===== config.mk =====
export PLATFORM = sky130hd
export DESIGN_NAME = execute_operand_stage
export DESIGN_NICKNAME = d
export VERILOG_FILES = /design/src/rtl/execute_operand_stage.sv
export SDC_FILE = /design/constraint.sdc
export NUM_CORES = 1
export LEC_CHECK = 0
export BUFFER_PORTS_ARGS = -buffer_cell sky130_fd_sc_hd__buf_2
export CORE_MARGIN = 2
export CORE_UTILIZATION = 45
export CTS_CLUSTER_SIZE = 25
export DETAILED_ROUTE_END_ITERATION = 7
export PLACE_DENSITY = 0.73
export SETUP_SLACK_MARGIN = 0.15
export SLEW_MARGIN = 10
export SYNTH_ARGS = -nofsm -noshare
export SYNTH_HDL_FRONTEND = slang
export SYNTH_SLANG_ARGS = --single-unit

===== constraint.sdc =====
create_clock -name iClk -period 3.9 [get_ports iClk]
set_clock_uncertainty 0.15 [all_clocks]
set_input_delay 0.78 -clock iClk [delete_from_list [all_inputs] [get_ports iClk]]
set_output_delay 0.78 -clock iClk [all_outputs]
set_load 0.02 [all_outputs]

===== src/rtl/execute_operand_stage.sv =====
// execute_operand_stage: holding register in front of the execute ALU.
// It captures one decoded instruction per handshake and resolves both source
// operands through EX/MEM and MEM/WB forwarding. On a load-use dependency it
// lets the load leave and keeps the dependent instruction out for one cycle.
module execute_operand_stage #(
  parameter int DATA_WIDTH     = 32,
  parameter int OP_WIDTH       = 4,
  parameter int REG_ADDR_WIDTH = 5
) (
  input  logic                      iClk,
  input  logic                      iRstN,
  input  logic                      iValid,
  output logic                      oReady,
  input  logic [OP_WIDTH-1:0]       iAluControl,
  input  logic [REG_ADDR_WIDTH-1:0] iRs1Addr,
  input  logic [REG_ADDR_WIDTH-1:0] iRs2Addr,
  input  logic                      iRs1Used,
  input  logic                      iRs2Used,
  input  logic [DATA_WIDTH-1:0]     iRs1Data,
  input  logic [DATA_WIDTH-1:0]     iRs2Data,
  input  logic [DATA_WIDTH-1:0]     iImm,
  input  logic [DATA_WIDTH-1:0]     iPc,
  input  logic                      iOp1Sel,
  input  logic                      iOp2Sel,
  input  logic [REG_ADDR_WIDTH-1:0] iRdAddr,
  input  logic                      iRegWrite,
  input  logic                      iMemRead,
  input  logic                      iMemWrite,
  input  logic                      iFlush,
  input  logic                      iExMemRegWrite,
  input  logic [REG_ADDR_WIDTH-1:0] iExMemRdAddr,
  input  logic [DATA_WIDTH-1:0]     iExMemResult,
  input  logic                      iMemWbRegWrite,
  input  logic [REG_ADDR_WIDTH-1:0] iMemWbRdAddr,
  input  logic [DATA_WIDTH-1:0]     iMemWbResult,
  output logic                      oValid,
  input  logic                      iReady,
  output logic [OP_WIDTH-1:0]       oAluControl,
  output logic [DATA_WIDTH-1:0]     oAluOp1,
  output logic [DATA_WIDTH-1:0]     oAluOp2,
  output logic [DATA_WIDTH-1:0]     oStoreData,
  output logic [REG_ADDR_WIDTH-1:0] oRdAddr,
  output logic                      oRegWrite,
  output logic                      oMemRead,
  output logic                      oMemWrite
);

  // Fields of the held instruction. The rs used flags only matter for the
  // hazard check against the incoming instruction, so they are not kept.
  typedef struct packed {
    logic [OP_WIDTH-1:0]       alu_control;
    logic [REG_ADDR_WIDTH-1:0] rs1_addr;
    logic [REG_ADDR_WIDTH-1:0] rs2_addr;
    logic [DATA_WIDTH-1:0]     rs1_data;
    logic [DATA_WIDTH-1:0]     rs2_data;
    logic [DATA_WIDTH-1:0]     imm;
    logic [DATA_WIDTH-1:0]     pc;
    logic                      op1_sel;
    logic                      op2_sel;
    logic [REG_ADDR_WIDTH-1:0] rd_addr;
    logic                      reg_write;
    logic                      mem_read;
    logic                      mem_write;
  } hold_t;

  hold_t hold_q, hold_d;
  logic  valid_q, valid_d;

  logic load_use;
  logic up_fire;
  logic dn_fire;

  // A held load whose destination is read by the incoming instruction; x0 never counts.
  assign load_use = valid_q && hold_q.mem_read && (hold_q.rd_addr != '0) && iValid &&
                    ((iRs1Used && (iRs1Addr == hold_q.rd_addr)) ||
                     (iRs2Used && (iRs2Addr == hold_q.rd_addr)));

  assign oReady  = (!valid_q || iReady) && !load_use && !iFlush;
  assign up_fire = iValid && oReady;
  assign dn_fire = valid_q && iReady;

  // Next-state selection: flush, then capture, then drain, else hold.
  always_comb begin
    hold_d  = hold_q;
    valid_d = valid_q;
    if (iFlush) begin
      valid_d = 1'b0;
    end else if (up_fire) begin
      valid_d             = 1'b1;
      hold_d.alu_control  = iAluControl;
      hold_d.rs1_addr     = iRs1Addr;
      hold_d.rs2_addr     = iRs2Addr;
      hold_d.rs1_data     = iRs1Data;
      hold_d.rs2_data     = iRs2Data;
      hold_d.imm          = iImm;
      hold_d.pc           = iPc;
      hold_d.op1_sel      = iOp1Sel;
      hold_d.op2_sel      = iOp2Sel;
      hold_d.rd_addr      = iRdAddr;
      hold_d.reg_write    = iRegWrite;
      hold_d.mem_read     = iMemRead;
      hold_d.mem_write    = iMemWrite;
    end else if (dn_fire) begin
      valid_d = 1'b0;
    end
  end

  // Holding register; reset clears the valid bit and every held field.
  always_ff @(posedge iClk or negedge iRstN) begin
    if (!iRstN) begin
      valid_q <= 1'b0;
      hold_q  <= '0;
    end else begin
      valid_q <= valid_d;
      hold_q  <= hold_d;
    end
  end

  // One forwarding mux per source operand; index 0 is rs1, index 1 is rs2.
  // It is re-evaluated every cycle so a stalled instruction picks up results
  // as the later stages advance.
  for (genvar gi = 0; gi < 2; gi++) begin : g_fwd
    logic [REG_ADDR_WIDTH-1:0] rs_addr;
    logic [DATA_WIDTH-1:0]     rs_data;
    logic [DATA_WIDTH-1:0]     fwd;

    assign rs_addr = (gi == 0) ? hold_q.rs1_addr : hold_q.rs2_addr;
    assign rs_data = (gi == 0) ? hold_q.rs1_data : hold_q.rs2_data;

    // EX/MEM is the younger result and wins over MEM/WB.
    always_comb begin
      fwd = rs_data;
      if (rs_addr != '0) begin
        if (iExMemRegWrite && (iExMemRdAddr == rs_addr)) begin
          fwd = iExMemResult;
        end else if (iMemWbRegWrite && (iMemWbRdAddr == rs_addr)) begin
          fwd = iMemWbResult;
        end
      end
    end
  end

  assign oValid      = valid_q;
  assign oAluControl = hold_q.alu_control;
  assign oAluOp1     = hold_q.op1_sel ? hold_q.pc  : g_fwd[0].fwd;
  assign oAluOp2     = hold_q.op2_sel ? hold_q.imm : g_fwd[1].fwd;
  assign oStoreData  = g_fwd[1].fwd;
  assign oRdAddr     = hold_q.rd_addr;
  assign oRegWrite   = hold_q.reg_write && valid_q;
  assign oMemRead    = hold_q.mem_read  && valid_q;
  assign oMemWrite   = hold_q.mem_write && valid_q;

endmodule

==> out/metrics.csv <==
stage,metric,value,unit
run_status,status,completed,
floorplanning,fp.dieH,150,um
finish,drive_above_1_share,0.537,
placement,hpwlAfterDp,21.5,mm
sta,maxSlewViolCount,0,
floorplanning,initial_utilization,0.459,
drt,wirelength,29.4,mm
power_and_ir_drop,vdd_ir_drop_max,0.000283,V
yosys,syn_nets,1040,
sta,max_freq,276,MHz
placement,routabilityCongestion,0.879,
run,maxCapViolCount,0,
worst_setup_path,arrival,2.69,ns
floorplanning,die_area,22600,um^2
sta,finalSetupViolCount,0,
floorplanning,num_rows,53,
cts,holdBufCountCts,0,
worst_hold_path,hold_path_class,primary input to async pin,
yosys,synth_cell_types,42,
cts,cts_max_level,4,
cts,clock_sinks,153,
drt,post_drt_via_cell_ratio,5.61,
global_routing,grt_max_degree,63,
worst_setup_path,worstPathRequired,2.97,ns
cts,cts_buffer_depth,2,
drt,antenna_left,0,
sta,finalHoldViolations,0,
floorplanning,io_pins,345,
cts,clk_pin_slew,0.08,ns
power_and_ir_drop,fin_total_pwr,5.89,mW
cts,cts_tree,done,
drt,drc_errors,0,
yosys,seq_area_frac_synth,0.397,
global_routing,track_usage,0.259,
yosys,ys_ff_latch,153,
finish,synthToLayoutAreaGrowth,26.6,%
yosys,ys_warn_count,0,
power_and_ir_drop,p_per_area,483,nW/um^2
worst_setup_path,start_kind,register,
cts,cts.root.buffer_cell,clkbuf_16,
global_routing,grt_pass1_vias,8190,
power_and_ir_drop,power_leakage,6.13,nW
global_routing,grt.overflow.total,0,
finish,nFillCells,1868,
drt,drtIter0Drc,379,
placement,portBuffers,344,
drt,via_count,7938,
cts,clk-insertion-delay-late,0.43,ns
yosys,syn_avg_cell_area,12.0,um^2
sta,relSlewSlack,0.344,
sta,fin_crit,3.62,ns
sta,finalCritPeriodShare,0.928,
finish,layout.nets,1359,
sta,fin_tns_setup,0,ns
worst_setup_path,cp_max_fo,34,
global_routing,antenna_found_initial,4,
yosys,synth_area,9640,um^2
drt,wire_per_inst,20.7,um
yosys,netlist_instances,805,
worst_setup_path,endpoint_kind,output pin,
floorplanning,core-area,21000,um^2
worst_setup_path,crit_type,register to output pin,
drt,firstDrtPassIters,4,
cts,numCtsBuffers,17,
floorplanning,die-width,150,um
sta,worst_pin_slew,0.982,ns
global_routing,grt_pass1_wl,44.7,mm
sta,rsz0062_at_grt,false,
## final cells by class
type                    count  area, um^2  share of cell area
repair buffers            377        2080               0.170
diodes                      4        10.0            0.000820
multi-input cells         540        5250               0.430
flip-flops and latches    153        3830               0.314
well taps                 275         344              0.0282
clock inverters            14         125              0.0102
clock buffers              18         439              0.0360
inverters                  35         131              0.0108
## cells in the mapped netlist (all sizes together)
| master | n | share of area |
|---|---|---|
| dfrtp | 153 | 0.40 |
| nor4 | 4 | 0.0032 |
| o2bb2a | 1 | 0.0010 |
| nand2 | 1 | 0.00039 |
| nor3 | 3 | 0.0016 |
| o21ai | 3 | 0.0016 |
| nand4 | 1 | 0.00065 |
| a32oi | 1 | 0.00091 |
| nand4b | 31 | 0.028 |
| inv | 35 | 0.014 |
| a21boi | 1 | 0.00078 |
| xnor2 | 9 | 0.0082 |
| or2 | 31 | 0.020 |
| buf | 42 | 0.039 |
| a31oi | 1 | 0.00065 |
| and2 | 5 | 0.0032 |
| or4 | 1 | 0.00078 |
| o31ai | 31 | 0.024 |
| a22o | 2 | 0.0018 |
| a2bb2oi | 61 | 0.055 |
| xor2 | 21 | 0.019 |
| o22ai | 1 | 0.00065 |
| and3 | 3 | 0.0019 |
| clkbuf | 35 | 0.014 |
| o211a | 1 | 0.0010 |
| a21oi | 34 | 0.018 |
| mux2 | 154 | 0.21 |
| and4 | 1 | 0.00091 |
| nand3 | 4 | 0.0021 |
| a31o | 1 | 0.00091 |
| nor2 | 8 | 0.0031 |
| mux2i | 125 | 0.13 |
## final timing paths
check,startpoint,end,slack [ns],cells after the start
min in group iClk,hold_q[2],hold_q[2],0.36,1
worst min register to register,hold_q[2],hold_q[2],0.36,1
worst min-delay path,iRstN,oRdAddr[2],0.16,1
max in group asynchronous,iRstN,hold_q[8],2.51,2
worst max register to register,oRdAddr[2],g_fwd[1].rs_addr[4],0.95,5
worst max-delay path,g_fwd[1].rs_addr[3],oStoreData[6],0.28,8
## through the flow
stage | area [um^2] | utilization | instances | hold WS (ns) | setup slack (ns)
after global routing | 12200 | 0.581 | 1414 | 0.199 | 0.161
final | 12200 | 0.581 | 1416 | 0.161 | 0.281
after CTS | 12200 | 0.578 | 1409 | 0.192 | 0.201
after detailed placement | 11600 | 0.551 | 1377 | 0.342 | 0.105
after global placement | 11600 | 0.551 | 1377 | 0.334 | 0.0980
after floorplan | 9640 | - | 805 | 0.323 | 0.631
## critical path, stage by stage, from the launching register on
cell	delay, ns
dfrtp_1	0.44
xor2_1	0.20
nor4_2	0.33
nand3_2	0.15
buf_12	0.23
a21oi_4	0.17
buf_4	0.29
a2bb2oi_1	0.23
buf_2	0.20
## per-layer routing
metal,part of all wire,GRT usage,vias up
li1,-,-,3602
met1,0.41,0.323,3904
met2,0.48,0.432,366
met3,0.080,0.0661,64
met4,0.029,0.0943,2
met5,0.00044,0,-
## cell usage in the layout (no fill, tap or decap), drive strengths merged, types with 9 or more instances in the layout
master and n:
a21oi 34, a2bb2oi 61, buf 377, clkbuf 18, dfrtp 153, inv 45
mux2 154, mux2i 125, nand4b 31, o31ai 31, or2 31, xnor2 9
xor2 21
## registers in the layout (all words and copies together), names as in the netlist
| name | count |
|---|---|
| oAluControl | 4 |
| oValid | 1 |
| g_fwd.rs_addr | 10 |
| oRdAddr | 5 |
| hold_q | 69 |
| g_fwd.rs_data | 64 |
## cells by family (layout without fill, tap and decap cells)
family                 count (synthesis)  after routing  synth area share
flip-flops                           153            153             0.397
other                                  0              4                 0
buffers and inverters                112            444            0.0659
XOR/XNOR                              30             30            0.0273
AND/OR/NAND/NOR                       93             93            0.0662
AO/OA/AOI/OAI                        138            138             0.107
multiplexers                         279            279             0.337
## power by group
part	internal (mW)	switching [mW]
clock	0.861	0.761
sequential	1.87	0.213
combinational	1.01	1.18
## repair_timing
item / CTS / global route
pin swaps: 0 / 1
endpoints found under the hold margin: 0 / 0
setup endpoints to repair: 1 / 36
buffers inserted: 0 / 3
resized for setup: 1 / 2
No activity file was read; power rests on OpenSTA's default activity.
